<file path="src/rtl/mul_pipe_ex.sv">
// Parametrised integer multiply unit for the execute cluster: LAT-stage pipeline producing a
// 2*W-bit product with optional accumulate, full-pipeline stall on backpressure and flush.
module mul_pipe_ex #(
    parameter int unsigned W      = 32,
    parameter int unsigned LAT    = 3,
    parameter int unsigned ROB_W  = 5,
    parameter int unsigned GPR_W  = 6,
    parameter int unsigned HILO_W = 2
) (
    input  logic                clk,
    input  logic                reset,
    input  logic                flush,
    input  logic                go,
    output logic                go_ready,
    input  logic [7:0]          opcode,
    input  logic [W-1:0]        src_A,
    input  logic [W-1:0]        src_B,
    input  logic [2*W-1:0]      src_hilo,
    input  logic [ROB_W-1:0]    rob_ptr_in,
    input  logic [GPR_W-1:0]    gpr_prf_ptr_in,
    input  logic [HILO_W-1:0]   hilo_prf_ptr_in,
    output logic                out_valid,
    input  logic                out_ready,
    output logic [2*W-1:0]      y,
    output logic [ROB_W-1:0]    rob_ptr_out,
    output logic                gpr_prf_ptr_val_out,
    output logic [GPR_W-1:0]    gpr_prf_ptr_out,
    output logic                hilo_prf_ptr_val_out,
    output logic [HILO_W-1:0]   hilo_prf_ptr_out,
    output logic                busy
);

    localparam int unsigned YW = 2 * W;

    typedef enum logic [1:0] {AccNone, AccAdd, AccSub} acc_e;

    logic [LAT-1:0]    vld_q;
    logic [LAT-1:0]    gpr_q;
    logic [YW-1:0]     prod_q [LAT];
    logic [YW-1:0]     acc_q  [LAT];
    acc_e              mode_q [LAT];
    logic [ROB_W-1:0]  rob_q  [LAT];
    logic [GPR_W-1:0]  gptr_q [LAT];
    logic [HILO_W-1:0] hptr_q [LAT];

    logic          advance;
    logic          is_signed;
    logic          is_gpr;
    acc_e          mode_d;
    logic [YW-1:0] a_ext;
    logic [YW-1:0] b_ext;
    logic [YW-1:0] prod_d;

    // Opcode decode; anything unrecognised behaves as signed MULT.
    always_comb begin
        is_signed = 1'b1;
        mode_d    = AccNone;
        case (opcode)
            8'd12: is_signed = 1'b0;
            8'd66: mode_d = AccAdd;
            8'd67: begin
                is_signed = 1'b0;
                mode_d    = AccAdd;
            end
            8'd69: mode_d = AccSub;
            8'd70: begin
                is_signed = 1'b0;
                mode_d    = AccSub;
            end
            default: ;
        endcase
    end

    assign is_gpr = (opcode == 8'd68);
    assign a_ext  = is_signed ? {{W{src_A[W-1]}}, src_A} : {{W{1'b0}}, src_A};
    assign b_ext  = is_signed ? {{W{src_B[W-1]}}, src_B} : {{W{1'b0}}, src_B};
    assign prod_d = a_ext * b_ext;

    // Whole pipeline stalls when the last stage is held; no bubble compression.
    assign advance = !vld_q[LAT-1] || out_ready;

    always_ff @(posedge clk) begin
        if (reset) begin
            vld_q <= '0;
            gpr_q <= '0;
            for (int unsigned i = 0; i < LAT; i++) begin
                prod_q[i] <= '0;
                acc_q[i]  <= '0;
                mode_q[i] <= AccNone;
                rob_q[i]  <= '0;
                gptr_q[i] <= '0;
                hptr_q[i] <= '0;
            end
        end else begin
            if (flush) begin
                vld_q <= '0;
            end else if (advance) begin
                vld_q <= {vld_q[LAT-2:0], go};
            end
            // Payload moves with advance regardless of flush; validity alone decides liveness.
            if (advance) begin
                gpr_q     <= {gpr_q[LAT-2:0], is_gpr};
                prod_q[0] <= prod_d;
                acc_q[0]  <= src_hilo;
                mode_q[0] <= mode_d;
                rob_q[0]  <= rob_ptr_in;
                gptr_q[0] <= gpr_prf_ptr_in;
                hptr_q[0] <= hilo_prf_ptr_in;
                for (int unsigned i = 1; i < LAT; i++) begin
                    prod_q[i] <= prod_q[i-1];
                    acc_q[i]  <= acc_q[i-1];
                    mode_q[i] <= mode_q[i-1];
                    rob_q[i]  <= rob_q[i-1];
                    gptr_q[i] <= gptr_q[i-1];
                    hptr_q[i] <= hptr_q[i-1];
                end
            end
        end
    end

    // Accumulate is applied combinationally on the last stage.
    always_comb begin
        y = prod_q[LAT-1];
        case (mode_q[LAT-1])
            AccAdd:  y = prod_q[LAT-1] + acc_q[LAT-1];
            AccSub:  y = prod_q[LAT-1] - acc_q[LAT-1];
            default: ;
        endcase
    end

    assign go_ready             = advance;
    assign out_valid            = vld_q[LAT-1];
    assign rob_ptr_out          = rob_q[LAT-1];
    assign gpr_prf_ptr_out      = gptr_q[LAT-1];
    assign hilo_prf_ptr_out     = hptr_q[LAT-1];
    assign gpr_prf_ptr_val_out  = vld_q[LAT-1] && gpr_q[LAT-1];
    assign hilo_prf_ptr_val_out = vld_q[LAT-1] && !gpr_q[LAT-1];
    assign busy                 = |vld_q;

endmodule

</file>
<file path="config.mk">
export PLATFORM = sky130hd
export DESIGN_NAME = mul_pipe_ex
export DESIGN_NICKNAME = d
export VERILOG_FILES = /design/src/rtl/mul_pipe_ex.sv
export SDC_FILE = /design/constraint.sdc
export NUM_CORES = 2
export LEC_CHECK = 0
export ABC_CLOCK_PERIOD_IN_PS = 17300
export CAP_MARGIN = 20
export CORE_AREA = 10 10 491 493
export CTS_BUF_LIST = sky130_fd_sc_hd__clkbuf_2
export DETAILED_ROUTE_END_ITERATION = 10
export DIE_AREA = 0 0 501 503
export PLACE_DENSITY = 0.47
export SLEW_MARGIN = 5
export SYNTH_ARGS = -nofsm -noshare
export SYNTH_HDL_FRONTEND = slang
export SYNTH_SLANG_ARGS = --single-unit
</file>
<file path="constraint.sdc">
create_clock -name clk -period 17.3 [get_ports clk]
set_clock_uncertainty 0.1 [all_clocks]
set_input_delay 3.46 -clock clk [delete_from_list [all_inputs] [get_ports clk]]
set_output_delay 3.46 -clock clk [all_outputs]
set_load 0.005 [all_outputs]
</file>
# ---- Word-level counts from Yosys, hierarchy flattened
# Memories as Yosys holds them, arrays and structs flattened.
# Cells that the tools add are included.
dict set report word_totals {
  reg_bits 6
  ramBits 429
  in_bits 154
  output_inout_bits 82
  wordCells 74
  mem_count 6
}
dict set report classes {
  addsub 2
  mul 1
  n_eq_ne 8
  n_mux 27
  bitwise_logic 18
  n_reduce_logical 10
}
# memory words width rd rd_ports_with_merged_regs wr line
set mem_list {}
lappend mem_list {acc_q 3 64 3 0 3 40} ;# logic [YW-1:0] acc_q [LAT];
lappend mem_list {prod_q 3 64 3 0 3 39} ;# logic [YW-1:0] prod_q [LAT];
lappend mem_list {gptr_q 3 6 3 0 3 43} ;# logic [GPR_W-1:0] gptr_q [LAT];
lappend mem_list {rob_q 3 5 3 0 3 42} ;# logic [ROB_W-1:0] rob_q [LAT];
lappend mem_list {hptr_q 3 2 3 0 3 44} ;# logic [HILO_W-1:0] hptr_q [LAT];
lappend mem_list {mode_q 3 2 3 0 3 41} ;# acc_e mode_q [LAT];
# op n
set ops {}
lappend ops {{$mux 64} 8}
lappend ops {{$pmux 64 s2} 1}
lappend ops {{$add 64x64->64} 1}
lappend ops {{$mul 64x64->64} 1}
lappend ops {{$sub 64x64->64} 1}
lappend ops {{$eq 8x7->1 const B} 5}
lappend ops {{$mux 6} 3}
lappend ops {{$or 1x1->1} 18}
lappend ops {{$mux 5} 3}
lappend ops {{$mux 2} 6}
lappend ops {{$eq 8x4->1 const B} 1}
lappend ops {{$reduce_or 2->1} 3}
lappend ops {{$reduce_or 3->1} 2}
lappend ops {{$mux 1} 5}
lappend ops {{$pmux 2 s2} 1}
lappend ops {{$eq 2x1->1 const B} 1}
lappend ops {{$eq 2x2->1 const B} 1}
lappend ops {{$logic_and 1x1->1} 2}
lappend ops {{$logic_not 1->1} 2}
lappend ops {{$logic_or 1x1->1} 1}

# ---- Logic depth before layout (Yosys ltp)
dict set report depth {
  depth_word 6
  depth_mapped 39
  mapped_depth_nobuf 38
}

# ---- Least setup slack after synthesis
# OpenSTA, ideal clock, no wires.
dict set report synth_timing {
  path_kind {input port to flip-flop}
  from {in reset}
  to {reg gpr_q[0]}
  setup_ps 604
  t_arrival_ps 14740
  required_ps 16596
  path_slack_ps 1855
  path_stages 3
  n_path_buf 1
  path_cell_list {clkbuf_1 nand2b_1 o32ai_1}
}
# item line
set synth_lines {}
lappend synth_lines {{from (decl)} 11} ;# input logic reset,
lappend synth_lines {{to (signal assigned)} 102} ;# gpr_q <= {gpr_q[LAT-2:0], is_gpr};
lappend synth_lines {{to (decl)} 38} ;# logic [LAT-1:0] gpr_q;

==> results.json <==
{
  "outcome": "finished, final reports clean",
  "worstPathArrival_ps": 13920,
  "ys_ff_latch": 435,
  "yosysTopAreaCell": "fa_1",
  "holdCritPathClass": "reg2reg",
  "wl_um": 209000,
  "r2r_setup_slack_ps": 13780,
  "grt_overflow_total": 0,
  "cts.htree.levels": 3,
  "grt_max_degree": 240,
  "worstPathMaxFanout": 24,
  "worst_pin_slew_ps": 1150,
  "avgSynthCellArea_sq_um": 9.92,
  "synth_edf_count": 429,
  "worstSetupEndpointType": "register",
  "vias": 46600,
  "drt-vias-per-instance": 4.58,
  "rows": 177,
  "postCtsHoldBufs": 0,
  "cts-root-buf": "clkbuf_2",
  "finalInstanceArea_sq_um": 75300,
  "fin_setup_tns_ps": 0,
  "r2r-start": "vld_q[2]",
  "critical-path-max-stage-delay_ps": 840,
  "cp-startpoint": "opcode[1]",
  "drtIter0Drc": 2818,
  "wl_per_cell_um": 20.5,
  "fin_nets": 8984,
  "async_flop_share_pct": 0,
  "relSlewSlack_pct": 22.8,
  "cp_common_cell": "fa_1",
  "fillers": 23900,
  "synth_top_area_share_pct": 41.1,
  "antenna_found_initial": 14,
  "firstDrtPassIters": 5,
  "cts.sinks": 435,
  "cts_made_buffers": 106,
  "ff2ff_path_depth": 4,
  "ys_types": 86,
  "finalCriticalPeriod_ps": 13120,
  "cts_max_path_buffers": 3,
  "gp_congestion": 0.914,
  "maxCapViolations": 0,
  "cts_tree": "done",
  "syn-num-nets": 8898,
  "pin_count": 236,
  "initial_core_util_pct": 29.8,
  "die_y_um": 503,
  "grt_usage_pct": 16.5,
  "grt_pass1_wl_um": 320000,
  "drc": 0,
  "yosys_most_used_dff": "edfxtp_1",
  "cp.required_ps": 18100,
  "setup_ws_ps": 4180,
  "cts_setup_buffers": 0,
  "die_area_sq_um": 252000,
  "regArea_sq_um": 13000,
  "fmax_mhz": 76.2,
  "start_kind": "input pin",
  "portBuffers": 235,
  "area.growth.synth_to_final_pct": 9.30,
  "postRouteAntennaNets": 0,
  "die_w_um": 501,
  "syn_inst": 6947,
  "critPathCapture": "prod_q[0][61]",
  "slowest_stage": "fa_1",
  "grt_pass1_vias": 50600,
  "multi_input_area_sq_um": 48700,
  "synth_warnings": 0,
  "insertion_delay_ps": 1150,
  "rsz0062_at_grt": "false",
  "synth.area.top_cells": "fa_1 (41%), edfxtp_1 (19%), inv_1 (8.6%), ha_1 (7.0%), and2_1 (6.4%)",
  "setup_viol": 0,
  "synth_area_sq_um": 68900,
  "hold_viol": 0,
  "preCtsSetupSlack_ps": 2900,
  "dpl_cell_area_sq_um": 74300,
  "slew_violations": 0,
  "worstSetupPathType": "in2reg",
  "drive_gt1_share_pct": 4.28,
  "cts_resized": 0,
  "finalNonFillerCells": 10200,
  "coreArea_sq_um": 231000,
  "yosysSeqAreaShare_pct": 18.9,
  "dpl.cell_count": 9968,
  "post-route-period-util_pct": 75.8,
  "dpl.hpwl_um": 166000,
  "clkTransAtPathRegs_ps": 100,
  "reg2reg_to": "acc_q[0][81]"
}
-- area by class of cell --
cell class / count / share of cell area, %
tap: 3043 / 5.06
timing repair buffer: 311 / 3.82
antenna: 7 / 0.0233
clock inverter: 44 / 0.301
clock buffer: 151 / 1.00
inverter: 1583 / 7.89
multi-input combinational: 4596 / 64.6
sequential: 435 / 17.3
-- metal layers --
metal / share of wire (%) / up-vias / routed length (um) / GRT usage, %
li1: - / 21100 / - / -
met1: 50 / 24100 / 105000 / 25.1
met2: 43 / 1254 / 89100 / 25.3
met3: 5.6 / 183 / 11700 / 2.11
met4: 1.6 / 12 / 3440 / 3.04
met5: 0.033 / - / 69 / 0
-- kinds of logic after synthesis --
| kind of cell | Yosys count | synth area share (%) |
|---|---|---|
| AND/OR/NAND/NOR | 2008 | 14.4 |
| buffers and inverters | 1916 | 10.5 |
| adder cells (fa/ha/maj) | 1798 | 48.1 |
| AO/OA/AOI/OAI | 544 | 4.99 |
| flip-flops | 435 | 18.9 |
| XOR/XNOR | 235 | 3.00 |
| multiplexers | 11 | 0.167 |
-- critical path, delay by kind of cell --
family,cells,cell delay [ps]
simple gates,6,1340
fa+ha+maj,11,6090
compound gates,9,1540
buf+inv,8,1440
-- registers in the layout, summed over array words and instances (netlist names) --
register / cells
mode_q: 6
rob_q: 15
gptr_q: 18
prod_q: 192
gpr_q: 3
hptr_q: 6
acc_q: 192
vld_q: 3
-- worst min-delay path by stage --
stage / slack (ps) / to / start / cells after the start
finish: 360 / gpr_q[1] / gpr_q[1] / 2
global route: 330 / acc_q[0][170] / acc_q[0][106] / 1
CTS: 340 / acc_q[0][170] / acc_q[0][106] / 1
detailed placement: 350 / gpr_q[1] / gpr_q[1] / 2
global placement: 340 / gpr_q[1] / gpr_q[1] / 2
floorplan: 330 / gpr_q[0] / gpr_q[0] / 2
-- cell usage in the layout (no fill, tap or decap), types with 176 or more instances in the layout --
| cell | instances |
|---|---|
| inv_1 | 1581 |
| fa_1 | 1413 |
| nand2_1 | 884 |
| and2_1 | 707 |
| edfxtp_1 | 429 |
| ha_1 | 383 |
| clkdlybuf4s50_1 | 221 |
| a21oi_1 | 182 |
| nor2_1 | 181 |
| xnor2_1 | 176 |
-- cells in the mapped netlist (5+ instances only) --
library cell	n
inv_1	1581
fa_1	1413
nand2_1	884
and2_1	708
edfxtp_1	429
ha_1	384
clkbuf_1	300
a21oi_1	182
nor2_1	182
xnor2_1	176
o21ai_0	116
a21o_1	96
xor2_1	58
and3_1	46
nor3_1	38
nand4_1	23
a31oi_1	22
nor2b_1	22
nand3_1	20
nand2b_1	18
nor4_1	17
buf_1	16
o31ai_1	15
buf_4	14
o21a_1	14
o21bai_1	13
or3_1	12
a211oi_1	11
a21boi_0	10
o211ai_1	9
mux2i_1	7
or2_2	7
dfxtp_1	6
a31o_2	5
nand3b_1	5
nor3b_1	5
-- metrics by stage --
step	hold WS (ps)	utilization, %
after floorplan	332	-
after global placement	341	32.1
after detailed placement	346	32.1
after CTS	343	32.5
after global routing	332	32.5
final	359	32.5
Power is left out: the tool's default activity adds up to more than one toggle a clock period on the data nets, which glitch-free logic cannot reach.
